--- config.mk ---
export PLATFORM = sky130hd
export DESIGN_NAME = rom_word_fetch
export DESIGN_NICKNAME = d
export VERILOG_FILES = /design/src/rtl/rom_fetch_pkg.sv /design/src/rtl/rom_byte_gatherer.sv /design/src/rtl/rom_word_fetch.sv
export SDC_FILE = /design/constraint.sdc
export NUM_CORES = 1
export LEC_CHECK = 0
export CORE_MARGIN = 1.5
export CORE_UTILIZATION = 25
export DETAILED_ROUTE_END_ITERATION = 12
export PLACE_DENSITY_LB_ADDON = 0.25
export SYNTH_ARGS = -nofsm -noshare
export SYNTH_HDL_FRONTEND = slang
export SYNTH_SLANG_ARGS = --single-unit
--- constraint.sdc ---
create_clock -name clk -period 2.25 [get_ports clk]
set_input_delay 0.45 -clock clk [delete_from_list [all_inputs] [get_ports clk]]
set_output_delay 0.45 -clock clk [all_outputs]
set_load 0.005 [all_outputs]
--- src/rtl/rom_fetch_pkg.sv ---
// Shared definitions for the boot-ROM word fetcher: FSM states and word geometry.
package rom_fetch_pkg;
  localparam int BYTES_PER_WORD = 4;
  localparam int CNT_W = $clog2(BYTES_PER_WORD);
  localparam logic [1:0] ALIGN_MASK = 2'b11;

  typedef enum logic [1:0] {
    ST_IDLE  = 2'd0,
    ST_FETCH = 2'd1,
    ST_RESP  = 2'd2
  } fetch_state_e;
endpackage

--- src/rtl/rom_byte_gatherer.sv ---
// Walks the byte-wide ROM from a base address and packs four bytes little-endian.
module rom_byte_gatherer
  import rom_fetch_pkg::*;
#(
  parameter int ADDRESS_WIDTH = 8
) (
  input  logic                          clk,
  input  logic                          resetn,
  input  logic                          start,
  input  logic                          clear,
  input  logic [ADDRESS_WIDTH-1:0]      base,
  input  logic [7:0]                    rom_data,
  output logic [ADDRESS_WIDTH-1:0]      rom_addr,
  output logic                          done,
  output logic [8*BYTES_PER_WORD-1:0]   word
);

  logic             busy;
  logic [CNT_W-1:0] cnt;

  // start/clear win over the capture in flight, so done must not fire with them
  assign done = busy && (cnt == CNT_W'(BYTES_PER_WORD - 1)) && !start && !clear;

  always_ff @(posedge clk or negedge resetn) begin
    if (!resetn) begin
      busy     <= 1'b0;
      cnt      <= '0;
      rom_addr <= '0;
      word     <= '0;
    end else if (clear) begin
      busy <= 1'b0;
      cnt  <= '0;
      word <= '0;
    end else if (start) begin
      busy     <= 1'b1;
      cnt      <= '0;
      rom_addr <= base;
    end else if (busy) begin
      for (int i = 0; i < BYTES_PER_WORD; i++)
        if (cnt == CNT_W'(i)) word[8*i +: 8] <= rom_data;
      cnt <= cnt + CNT_W'(1);
      // rom_addr parks on the last byte so it holds steady outside FETCH
      if (cnt == CNT_W'(BYTES_PER_WORD - 1)) busy <= 1'b0;
      else rom_addr <= rom_addr + ADDRESS_WIDTH'(1);
    end
  end

endmodule

--- src/rtl/rom_word_fetch.sv ---
// Instruction-fetch front end for the byte-wide boot ROM: req/rsp handshake FSM.
// Optional next-word prefetch buffer enabled by ROM_WORD_FETCH_PREFETCH_EN.
module rom_word_fetch
  import rom_fetch_pkg::*;
#(
  parameter int ADDRESS_WIDTH = 8,
  parameter int XLEN          = 32
) (
  input  logic                     clk,
  input  logic                     resetn,
  input  logic                     req_valid,
  output logic                     req_ready,
  input  logic [XLEN-1:0]          req_addr,
  output logic                     rsp_valid,
  input  logic                     rsp_ready,
  output logic [XLEN-1:0]          rsp_data,
  output logic                     rsp_err,
  output logic [ADDRESS_WIDTH-1:0] rom_addr,
  input  logic [7:0]               rom_data
);

  fetch_state_e state;
  logic skip_q;
  logic accept, req_err, skip_now, start, clear, g_done;
  logic [ADDRESS_WIDTH-1:0] req_base, g_base;
  logic [8*BYTES_PER_WORD-1:0] g_word;

  assign req_base  = req_addr[ADDRESS_WIDTH-1:0];
  assign req_ready = (state == ST_IDLE);
  assign rsp_valid = (state == ST_RESP);
  assign accept    = req_valid && (state == ST_IDLE);
  assign req_err   = |(req_addr[1:0] & ALIGN_MASK) || |req_addr[XLEN-1:ADDRESS_WIDTH];
  assign clear     = accept && req_err;
  assign rsp_data  = XLEN'(g_word);

`ifdef ROM_WORD_FETCH_PREFETCH_EN
  logic [ADDRESS_WIDTH-1:0] tag_q;
  logic pf_fill, pf_valid, pf_match, hit_now, pf_start;

  // Only follow a good word whose successor still lies inside the ROM
  assign pf_start = (state == ST_RESP) && rsp_ready && !rsp_err &&
                    (tag_q[ADDRESS_WIDTH-1:2] != '1);
  assign pf_match = (pf_fill || pf_valid) && !req_err && (req_base == tag_q);
  assign hit_now  = pf_match && (pf_valid || g_done);
  assign skip_now = req_err || hit_now;
  assign start    = (accept && !req_err && !pf_match) || pf_start;
  assign g_base   = pf_start ? tag_q + ADDRESS_WIDTH'(BYTES_PER_WORD) : req_base;
`else
  assign skip_now = req_err;
  assign start    = accept && !req_err;
  assign g_base   = req_base;
`endif

  rom_byte_gatherer #(.ADDRESS_WIDTH(ADDRESS_WIDTH)) u_gather (
    .clk      (clk),
    .resetn   (resetn),
    .start    (start),
    .clear    (clear),
    .base     (g_base),
    .rom_data (rom_data),
    .rom_addr (rom_addr),
    .done     (g_done),
    .word     (g_word)
  );

  always_ff @(posedge clk or negedge resetn) begin
    if (!resetn) begin
      state   <= ST_IDLE;
      skip_q  <= 1'b0;
      rsp_err <= 1'b0;
`ifdef ROM_WORD_FETCH_PREFETCH_EN
      tag_q    <= '0;
      pf_fill  <= 1'b0;
      pf_valid <= 1'b0;
`endif
    end else begin
`ifdef ROM_WORD_FETCH_PREFETCH_EN
      if (g_done) begin
        pf_fill  <= 1'b0;
        pf_valid <= pf_fill;
      end
      if (pf_start) begin
        pf_fill  <= 1'b1;
        pf_valid <= 1'b0;
        tag_q    <= g_base;
      end
`endif
      case (state)
        ST_IDLE: if (accept) begin
          rsp_err <= req_err;
          skip_q  <= skip_now;
          state   <= ST_FETCH;
`ifdef ROM_WORD_FETCH_PREFETCH_EN
          // Any request consumes or invalidates the buffer entry
          tag_q    <= req_base;
          pf_fill  <= 1'b0;
          pf_valid <= 1'b0;
`endif
        end
        // skip_q: error or buffered word, one cycle here without touching the ROM
        ST_FETCH: if (skip_q || g_done) state <= ST_RESP;
        ST_RESP:  if (rsp_ready) state <= ST_IDLE;
        default:  state <= ST_IDLE;
      endcase
    end
  end

endmodule

==> key figures <==
STA
  • Tcrit/Tclk final: 97.3%
  • Setup TNS: 0 ps
  • Least-Margin Pin Slew: 669 ps
  • Clk_skew: 10.8 ps
  • Final hold vios: 0
  • Fmax: 0.457 GHz
  • Hold slack: 171 ps
  • Max Slew Vio Count: 0
  • Slew HR: 55.4%
  • RSZ-0062 raised after global routing: no
  • # setup viols final: 0
  • Tmin final: 2190 ps

Critical path
  • RR Startpoint: state[0]$_DFFE_PN0P_
  • Crit Path Class: input port to flop
  • Worst setup EP type: flop
  • CP cell instances: clkdlybuf4s50_1 > or4_4 > or4_4 > o21a_1 > a221o_1
  • Critical Path RT: 2440 ps
  • Worst Setup SP: req_addr[21]
  • Slowest stage delay, CP: 610 ps
  • Critical Path Fanout Max: 7
  • Most frequent CP cell: or4_4
  • CP arrival: 2380 ps
  • Crit start category: input port
  • Max stage delay cell, worst path: or4_4

Detailed routing
  • Total Routed Length: 5790 um
  • Via count: 1805
  • ANT nets after route: 0
  • TritonRoute pass-1 iters: 4
  • DR WL/cell: 14.7 um
  • Iter 0 DRT Violations: 55
  • Drc violations: 0
  • Vias/cell: 4.57

Final layout
  • Layout area overhead: 55.6%
  • Layout cells sized above 1: 11.0%
  • Layout Nets: 338
  • Antenna Cells: 0
  • Design area: 0.00323 sq mm

Clocking
  • Clk sinks: 46
  • Clk buf depth: 2
  • Root buffer cell: clkbuf_8
  • CTS tree: done
  • Register clock-pin slew on the reported worst setup and hold paths: 100 ps
  • CTS buffer count: 5
  • H-tree depth: 2
  • Clock Latency Late Sink: 300 ps

Place
  • DP HPWL: 4390 um
  • Input/output buffers: 86
  • Placed inst area: 0.00311 sq mm
  • Routability congestion estimate: 0.772

Synthesis
  • Post-synth EDFFs: 0
  • Mean post-synth cell area: 11.0 sq um
  • Synth top cells by count: dfrtp_1 (46), nand2_1 (27), a22o_1 (24), a21oi_1 (14), nor2_1 (13)
  • FF+latch count, synth: 46
  • Async SR Flop Fraction: 100%
  • Top_reg_cell synth: dfrtp_1
  • Cells after Synth: 189
  • Net Count, Synth: 238
  • Cell variety after synth: 36
  • Yosys top cell area share: 55.5%
  • Synth top area cells: dfrtp_1 (55%), a22o_1 (10%), nand2_1 (4.9%), a21oi_1 (3.4%), ha_1 (3.0%)
  • Synth Cell Area: 0.00208 sq mm
  • Warnings, synthesis: 0
  • Synth area leader: dfrtp_1
  • Register area share after synthesis: 55.5%
  • Most frequent cell after synthesis: dfrtp_1

Global route
  • Largest net degree at the start of global routing: 31
  • GR Util All Layers: 13.7%
  • Vias in the first global route: 1911
  • Grt total ovfl: 0
  • Wire length of the first global-routing pass: 9410 um
  • Initial antenna violation count: 0

Floorplanning
  • Die X: 94.1 um
  • Initial Util: 25.5%
  • Die Span Y: 94.1 um
  • DIE AREA: 0.00886 sq mm
  • Io pins: 87
  • Core ar.: 0.00813 sq mm
  • Row cnt: 33

Worst hold path
  • Worst Hold Class: input port to async pin

Outcome
  • Status: complete, no violations

Pwr
  • P per Cell Area: 599 mW/mm^2
  • Post-route total power: 1.93 mW
  • Static leakage: 1.37 nW
  • Maximum vdd ir drop: 0.206 mV

Run
  • Max_cap viols: 0
kinds of logic after synthesis:
family / after synthesis / share of synthesized area [%]
buf+inv: 11 / 2.77
flops: 46 / 55.5
compound gates: 50 / 18.9
mux: 1 / 0.482
xor+xnor: 6 / 2.53
fa+ha+maj: 5 / 3.01
simple gates: 70 / 16.8
cell type report:
cell class / instances / area, sq um
inverters: 5 / 18.8
multi-input cells: 132 / 881
clock buffers: 5 / 68.8
clock inverters: 3 / 25.0
flip-flops and latches: 46 / 1150
fillers: 823 / 4900
well taps: 105 / 131
repair buffers: 99 / 953
path summary, 6_finish.rpt:
| check | endpoint | slack [ps] | depth (start not counted) |
|---|---|---|---|
| setup / recovery | u_gather.rom_addr[6]$_DFFE_PN0P_ | 60 | 5 |
| hold / removal | u_gather.word[0]$_DFFE_PN0P_ | 170 | 1 |
| setup reg to reg | u_gather.rom_addr[6]$_DFFE_PN0P_ | 170 | 4 |
| hold reg to reg | u_gather.word[20]$_DFFE_PN0P_ | 510 | 1 |
| max in group asynchronous | u_gather.rom_addr[5]$_DFFE_PN0P_ | 1480 | 2 |
| min in group clk | u_gather.word[20]$_DFFE_PN0P_ | 510 | 1 |
metrics by stage:
step           setup WS [ps]  cells  util, %
3_3_place_gp            -380    386     38.3
2_1_floorplan           12.4    189        -
3_5_place_dp            -409    386     38.3
6_report                60.1    395     39.7
5_1_grt                 13.2    395     39.7
4_1_cts                 11.5    395     39.6
registers in the layout, indices dropped and copies added, names as in the netlist:
signal / count
u_gather.word: 32
u_gather.rom_addr: 8
state: 2
u_gather.cnt: 2
skip_q: 1
u_gather.busy: 1
layout by cell type (no fill, tap or decap), types with 3 or more instances in the layout:
cell type,count
a21oi_1,14
a22o_1,24
buf_4,13
clkbuf_8,5
clkdlybuf4s50_1,76
dfrtp_1,46
dlygate4sd2_1,6
dlymetal6s2s_1,3
ha_1,5
inv_1,5
nand2_1,27
nand3_1,4
nor2_1,13
nor3_1,6
nor4_1,4
or4_4,4
xnor2_1,6
where the power goes:
| part | switching (mW) | internal (mW) | total, mW | leakage [nW] |
|---|---|---|---|---|
| sequential | 0.0600 | 0.873 | 0.933 | 0.618 |
| clock | 0.305 | 0.225 | 0.530 | 0.0447 |
| combinational | 0.213 | 0.258 | 0.471 | 0.712 |
| total | 0.579 | 1.36 | 1.93 | 1.37 |
repair_timing:
action                                  4_1_cts  5_1_grt
resized for setup                            10        3
hold buffers                                  0        0
buffers inserted                              1        0
pin swaps                                     5        4
endpoints found under the setup margin       18        1
routing by layer:
metal / GRT usage (%) / wire (um)
met5: 0 / 0
met4: 2.99 / 23
met3: 3.07 / 335
met2: 22.9 / 2770
met1: 18.2 / 2660
critical path, delay by kind of cell:
kind                   cells  cell delay, ps
AND/OR/NAND/NOR            2            1030
buffers and inverters      1             400
AO/OA/AOI/OAI              2             500
(Power assumes the default switching activity.)
